`config.mk`:
```
export PLATFORM = sky130hd
export DESIGN_NAME = ram_arbiter_rr
export DESIGN_NICKNAME = d
export VERILOG_FILES = /design/src/rtl/ram_arbiter_rr.sv
export SDC_FILE = /design/constraint.sdc
export NUM_CORES = 1
export LEC_CHECK = 0
export CORE_AREA = 5 5 75 77
export CTS_CLUSTER_DIAMETER = 150
export CTS_CLUSTER_SIZE = 12
export DETAILED_ROUTE_END_ITERATION = 8
export DIE_AREA = 0 0 80 82
export PLACE_DENSITY = 0.75
export SLEW_MARGIN = 5
export SYNTH_ARGS = -nofsm -noshare
export SYNTH_HDL_FRONTEND = slang
export SYNTH_SLANG_ARGS = --single-unit
```
`constraint.sdc`:
```
create_clock -name clk -period 1.7 [get_ports clk]
set_input_delay 0.17 -clock clk [delete_from_list [all_inputs] [get_ports clk]]
set_output_delay 0.17 -clock clk [all_outputs]
set_load 0.01 [all_outputs]
```
`src/rtl/ram_arbiter_rr.sv`:
```
// ram_arbiter_rr
// Two-master round-robin arbiter and access sequencer for an 8-bit
// single-port synchronous RAM with a registered read port. Requests from
// master 0 and master 1 are serialised onto the one RAM port.
// A valid access walks IDLE -> ISSUE -> CAPTURE -> DONE (4 cycles).
// An out-of-range access walks IDLE -> DONE (2 cycles) and never touches the RAM.
//
// Ports
//   clk, rst_n              clock, asynchronous active-low reset
//   req0/req1               request from master 0 / master 1
//   we0/we1                 1 = write, 0 = read
//   addr0/addr1             request address
//   wdata0/wdata1           write data
//   ack0/ack1               one-cycle completion pulse (DONE state)
//   err0/err1               address out of range, valid with ack
//   gnt0/gnt1               master owns the RAM, ISSUE through DONE
//   rdata                   shared response data, valid while ack is high
//   busy                    sequencer not idle
//   mem_addr/mem_wdata/mem_we  RAM port
//   mem_rdata               RAM registered read data
// All outputs are registered.
module ram_arbiter_rr #(
    parameter int ADDR_W    = 8,
    parameter int DATA_W    = 8,
    parameter int MEM_DEPTH = 11
) (
    input  logic              clk,
    input  logic              rst_n,
    input  logic              req0,
    input  logic              req1,
    input  logic              we0,
    input  logic              we1,
    input  logic [ADDR_W-1:0] addr0,
    input  logic [ADDR_W-1:0] addr1,
    input  logic [DATA_W-1:0] wdata0,
    input  logic [DATA_W-1:0] wdata1,
    output logic              ack0,
    output logic              ack1,
    output logic              err0,
    output logic              err1,
    output logic              gnt0,
    output logic              gnt1,
    output logic [DATA_W-1:0] rdata,
    output logic              busy,
    output logic [ADDR_W-1:0] mem_addr,
    output logic [DATA_W-1:0] mem_wdata,
    output logic              mem_we,
    input  logic [DATA_W-1:0] mem_rdata
);

    typedef enum logic [1:0] {
        S_IDLE    = 2'd0,
        S_ISSUE   = 2'd1,
        S_CAPTURE = 2'd2,
        S_DONE    = 2'd3
    } state_t;

    localparam logic [ADDR_W-1:0] DEPTH_A = ADDR_W'(MEM_DEPTH);

    state_t            state_q, state_d;
    logic              last_grant_q, last_grant_d;  // 1 = master 1 was granted last
    logic              sel_q, sel_d;                // master currently being served
    logic              ack0_q, ack0_d, ack1_q, ack1_d;
    logic              err0_q, err0_d, err1_q, err1_d;
    logic              gnt0_q, gnt0_d, gnt1_q, gnt1_d;
    logic              busy_q, busy_d;
    logic              mem_we_q, mem_we_d;
    logic [DATA_W-1:0] rdata_q, rdata_d;
    logic [ADDR_W-1:0] mem_addr_q, mem_addr_d;
    logic [DATA_W-1:0] mem_wdata_q, mem_wdata_d;

    // Winner selection in IDLE: a lone request wins outright; on a tie the
    // master that was not granted last wins.
    logic              pick_s;
    logic              we_sel_s;
    logic [ADDR_W-1:0] addr_sel_s;
    logic [DATA_W-1:0] wdata_sel_s;

    // Combinational arbitration and operand mux for the IDLE decision
    always_comb begin
        if (req0 && req1) begin
            pick_s = ~last_grant_q;
        end else begin
            pick_s = req1;
        end
        we_sel_s    = pick_s ? we1    : we0;
        addr_sel_s  = pick_s ? addr1  : addr0;
        wdata_sel_s = pick_s ? wdata1 : wdata0;
    end

    // Next-state and registered-output computation for the access sequencer
    always_comb begin
        state_d      = state_q;
        last_grant_d = last_grant_q;
        sel_d        = sel_q;
        ack0_d       = ack0_q;
        ack1_d       = ack1_q;
        err0_d       = err0_q;
        err1_d       = err1_q;
        gnt0_d       = gnt0_q;
        gnt1_d       = gnt1_q;
        mem_we_d     = mem_we_q;
        rdata_d      = rdata_q;
        mem_addr_d   = mem_addr_q;
        mem_wdata_d  = mem_wdata_q;

        case (state_q)
            S_IDLE: begin
                if (req0 || req1) begin
                    last_grant_d = pick_s;
                    sel_d        = pick_s;
                    if (addr_sel_s >= DEPTH_A) begin
                        // Rejected without touching the RAM; ack and err go
                        // out together in the DONE cycle.
                        rdata_d = {DATA_W{1'b0}};
                        if (pick_s) begin
                            ack1_d = 1'b1;
                            err1_d = 1'b1;
                        end else begin
                            ack0_d = 1'b1;
                            err0_d = 1'b1;
                        end
                        state_d = S_DONE;
                    end else begin
                        mem_addr_d  = addr_sel_s;
                        mem_wdata_d = wdata_sel_s;
                        mem_we_d    = we_sel_s;
                        if (pick_s) begin
                            gnt1_d = 1'b1;
                        end else begin
                            gnt0_d = 1'b1;
                        end
                        state_d = S_ISSUE;
                    end
                end else begin
                    state_d = S_IDLE;
                end
            end
            S_ISSUE: begin
                // RAM commits at the edge closing this cycle; one-cycle write enable.
                mem_we_d = 1'b0;
                state_d  = S_CAPTURE;
            end
            S_CAPTURE: begin
                // The RAM's registered output is valid now (written word on a write).
                rdata_d = mem_rdata;
                if (sel_q) begin
                    ack1_d = 1'b1;
                end else begin
                    ack0_d = 1'b1;
                end
                state_d = S_DONE;
            end
            S_DONE: begin
                ack0_d  = 1'b0;
                ack1_d  = 1'b0;
                err0_d  = 1'b0;
                err1_d  = 1'b0;
                gnt0_d  = 1'b0;
                gnt1_d  = 1'b0;
                state_d = S_IDLE;
            end
            default: begin
                ack0_d   = 1'b0;
                ack1_d   = 1'b0;
                err0_d   = 1'b0;
                err1_d   = 1'b0;
                gnt0_d   = 1'b0;
                gnt1_d   = 1'b0;
                mem_we_d = 1'b0;
                state_d  = S_IDLE;
            end
        endcase

        busy_d = (state_d != S_IDLE);
    end

    // State and output registers; reset clears the RAM strobe at once
    always_ff @(posedge clk or negedge rst_n) begin
        if (!rst_n) begin
            state_q      <= S_IDLE;
            last_grant_q <= 1'b1;
            sel_q        <= 1'b0;
            ack0_q       <= 1'b0;
            ack1_q       <= 1'b0;
            err0_q       <= 1'b0;
            err1_q       <= 1'b0;
            gnt0_q       <= 1'b0;
            gnt1_q       <= 1'b0;
            busy_q       <= 1'b0;
            mem_we_q     <= 1'b0;
            rdata_q      <= {DATA_W{1'b0}};
            mem_addr_q   <= {ADDR_W{1'b0}};
            mem_wdata_q  <= {DATA_W{1'b0}};
        end else begin
            state_q      <= state_d;
            last_grant_q <= last_grant_d;
            sel_q        <= sel_d;
            ack0_q       <= ack0_d;
            ack1_q       <= ack1_d;
            err0_q       <= err0_d;
            err1_q       <= err1_d;
            gnt0_q       <= gnt0_d;
            gnt1_q       <= gnt1_d;
            busy_q       <= busy_d;
            mem_we_q     <= mem_we_d;
            rdata_q      <= rdata_d;
            mem_addr_q   <= mem_addr_d;
            mem_wdata_q  <= mem_wdata_d;
        end
    end

    assign ack0      = ack0_q;
    assign ack1      = ack1_q;
    assign err0      = err0_q;
    assign err1      = err1_q;
    assign gnt0      = gnt0_q;
    assign gnt1      = gnt1_q;
    assign busy      = busy_q;
    assign rdata     = rdata_q;
    assign mem_addr  = mem_addr_q;
    assign mem_wdata = mem_wdata_q;
    assign mem_we    = mem_we_q;

endmodule

```
==> results of run 1 <==
-- state kept, by name (all words and copies together) (netlist names), 2 cells and up --
| name | flops |
|---|---|
| mem_addr | 8 |
| state_q | 2 |
| mem_wdata | 8 |
| rdata | 8 |
-- per-stage QoR --
stage | cells | worst slack [ns] | util, % | instance area [µm²] | total power, mW
after floorplan | 161 | 0.03614 | - | 1752 | 2.388
after global placement | 320 | -0.4649 | 55.44 | 2741 | 3.323
after global routing | 337 | -0.06131 | 60.30 | 2982 | 4.352
after CTS | 333 | 0.01389 | 59.21 | 2928 | 4.027
after detailed placement | 320 | -0.4938 | 55.44 | 2741 | 3.363
final | 337 | -0.01076 | 60.30 | 2982 | 4.038
-- worst paths after layout --
check / cells past startpoint / start / to / slack [ns]
setup / recovery: 6 / last_grant_q$_DFFE_PN1P_ / err0$_DFFE_PN0P_ / -0.01
hold / removal: 3 / rst_n / mem_wdata[4]$_DFFE_PN0P_ / 0.45
setup reg to reg: 6 / last_grant_q$_DFFE_PN1P_ / err0$_DFFE_PN0P_ / -0.01
hold reg to reg: 2 / mem_wdata[1]$_DFFE_PN0P_ / mem_wdata[1]$_DFFE_PN0P_ / 0.48
max in group asynchronous: 3 / rst_n / last_grant_q$_DFFE_PN1P_ / 0.90
min in group clk: 2 / mem_wdata[1]$_DFFE_PN0P_ / mem_wdata[1]$_DFFE_PN0P_ / 0.48
-- worst min-delay path, cell delays in order --
cell and delay [ns]:
dlygate4sd3_1 0.52, buf_2 0.09, buf_4 0.39
-- per-layer routing --
layer	global-route usage [%]	routed length (µm)	part of all wire (%)	vias to the layer above
met5	0	0	0	-
met4	5.405	60	1.3	0
met3	4.276	340	7.5	7
met2	25.41	2223	49	50
met1	16.00	1912	42	755
li1	-	-	-	783
-- layout make-up --
cell class	count	area, µm²
fillers	420	1963
clock inverters	3	18.77
multi-input cells	112	844.6
repair buffers	106	1041
clock buffers	5	68.82
inverters	5	18.77
flip-flops and latches	36	902.1
well taps	70	87.58
-- power breakdown --
part	internal, mW	switching, mW
combinational	1.19	0.886
clock	0.285	0.309
sequential	1.18	0.189
-- kinds of logic (layout without fill, tap and decap cells) --
kind of cell	Yosys count	in the layout	synth area share, %
buf+inv	13	119	3.500
mux	17	17	9.857
compound gates	49	49	20.21
flops	36	36	51.50
fa+ha+maj	4	4	2.857
simple gates	42	42	12.07
-- cells in the final DEF (no fill, tap or decap), drive strengths merged, types with 4 or more instances in the layout --
master and instances:
inv 5, clkdlybuf4s15 4, nand2 19, a22o 10
nand2b 6, mux2i 15, and2 5, dlygate4sd2 4
clkbuf 5, o21ai 19, clkdlybuf4s50 68, a21oi 4
ha 4, dfrtp 35, nor2 5, buf 29
-- timing repair --
action | 4_1_cts | 5_1_grt
gates cloned | 1 | 0
gates resized for setup | 24 | 8
endpoints found under the hold margin | 35 | 0
hold buffers | 1 | 0
pin swaps | 7 | 5
setup endpoints to repair | 27 | 25
buffers inserted | 3 | 4
==> reports/metrics.csv, run 1 <==
stage,metric,value,unit
die,Core Footprint,4945,µm²
clocking,Root Driver,clkbuf_8,
grt,vias in the first global route,1636,
timing,worst slew pin tran,0.4503,ns
power_and_ir_drop,worst vdd ir,0.0007287,V
clocking,H-tree levels,2,
power_and_ir_drop,Leakage,1.354,nW
power_and_ir_drop,PwrDens,1354,nW/µm²
synthesis,post-synthesis sequential area ratio,51.50,%
grt,initial antenna violation count,0,
clocking,clk slew on worst S/H paths,0.08,ns
die,Die Area,6560,µm²
final_layout,Nets,316,
status,outcome,"complete, but fails checks",
timing,Clock Skew,0.008105,ns
timing,Pins Over Slew Limit,0,
clocking,worst skew pair latency,0.29,ns
synthesis,Cells after Synth,161,
worst_setup_path,"Req. time, crit path",1.88,ns
worst_setup_path,crit path kind,flop to flop,
synthesis,asr flop ratio synth,100.0,%
worst_setup_path,Worst EP arrival,1.89,ns
worst_setup_path,Crit Path Max Fanout,5,
route,routed length per instance,13.46,µm
grt,GR Overflow Total,0,
die,DIE WIDTH,80,µm
timing,Tcrit/Tclk final,100.6,%
timing,relative slew slack,69.98,%
synthesis,Post-synth EDFFs,0,
synthesis,Netlist Area Pre-Place,1752,µm²
placement,gp weighted congestion,0.7808,
timing,Sum Neg Setup Slack,-0.01076,ns
worst_setup_path,Crit-path slowest cell,dfstp_2,
route,Post-DRT Antenna Nets,0,
die,Boundary Pins,78,
worst_setup_path,CP Buf/Inv Count,1,
worst_setup_path,"CP delay by family, top",flip-flops,
timing,worst setup margin,-0.01076,ns
worst_setup_path,CP peak stage delay,0.61,ns
worst_setup_path,critical-path cell list,a21bo_4 > a211oi_4 > buf_6 > nor2_4 > mux2_4 > a22o_1,
clocking,CTS buffer count,5,
placement,DP HPWL,3268,µm
grt,pin count of the biggest net entering global routing,37,
timing,unrepaired setup endpoints after global routing,true,
placement,# port buffers,77,
synthesis,largest area contributor in the netlist,dfrtp_1,
timing,worst hold slack,0.4544,ns
synthesis,Yosys warnings,0,
final_layout,Area Overhead vs Synth,70.21,%
worst_setup_path,CP Capture Type,flop,
timing,setup violators final,1,
die,row count,26,
clocking,CTS Sinks,36,
grt,global-route wire length before repair,7265,µm
route,Via Count,1595,
worst_setup_path,Worst setup SP type,flop,
route,DRC,0,
timing,Final Hold Fails,0,
timing,achievable frequency,584.5,MHz
grt,Total GRT Usage,14.25,%
synthesis,syn_area_per_cell,10.88,µm²
run,max capacitance violation total,0,
synthesis,synth top area cells,"dfrtp_1, mux2i_1, o21ai_0",
clocking,CTS max path bufs,2,
synthesis,most frequent cells after synthesis,"dfrtp_1, nand2_1, o21ai_0",
synthesis,Synth Flop Type,dfrtp_1,
route,1st-iter DRT viols,11,
synthesis,Synth top area share,50.00,%
final_layout,share of cells above drive strength 1,20.22,%
worst_hold_path,worst min path class,input pin to asynchronous set/reset pin,
clocking,TritonCTS clock tree,yes,
final_layout,antenna cells,0,
synthesis,Synth Register Bits,36,
synthesis,syn nets,211,
synthesis,most frequent cell after synthesis,dfrtp_1,
route,vias per cell,4.733,
timing,min Tclk post-route,1.711,ns
route,final wirelength,4536,µm
die,die height,82,µm
route,Initial DRT Pass Iterations,4,
status,failing checks,negative setup slack,
synthesis,Synth cell types,38,
die,Initial Util,35.43,%
(Power assumes the default switching activity.)
==> inputs of run 2 (changes only) <==
Settings changed: SKIP_LAST_GASP from default to 1.
==> results of run 2 <==
The final DEF is identical to that of run 1; final timing and power are the same.
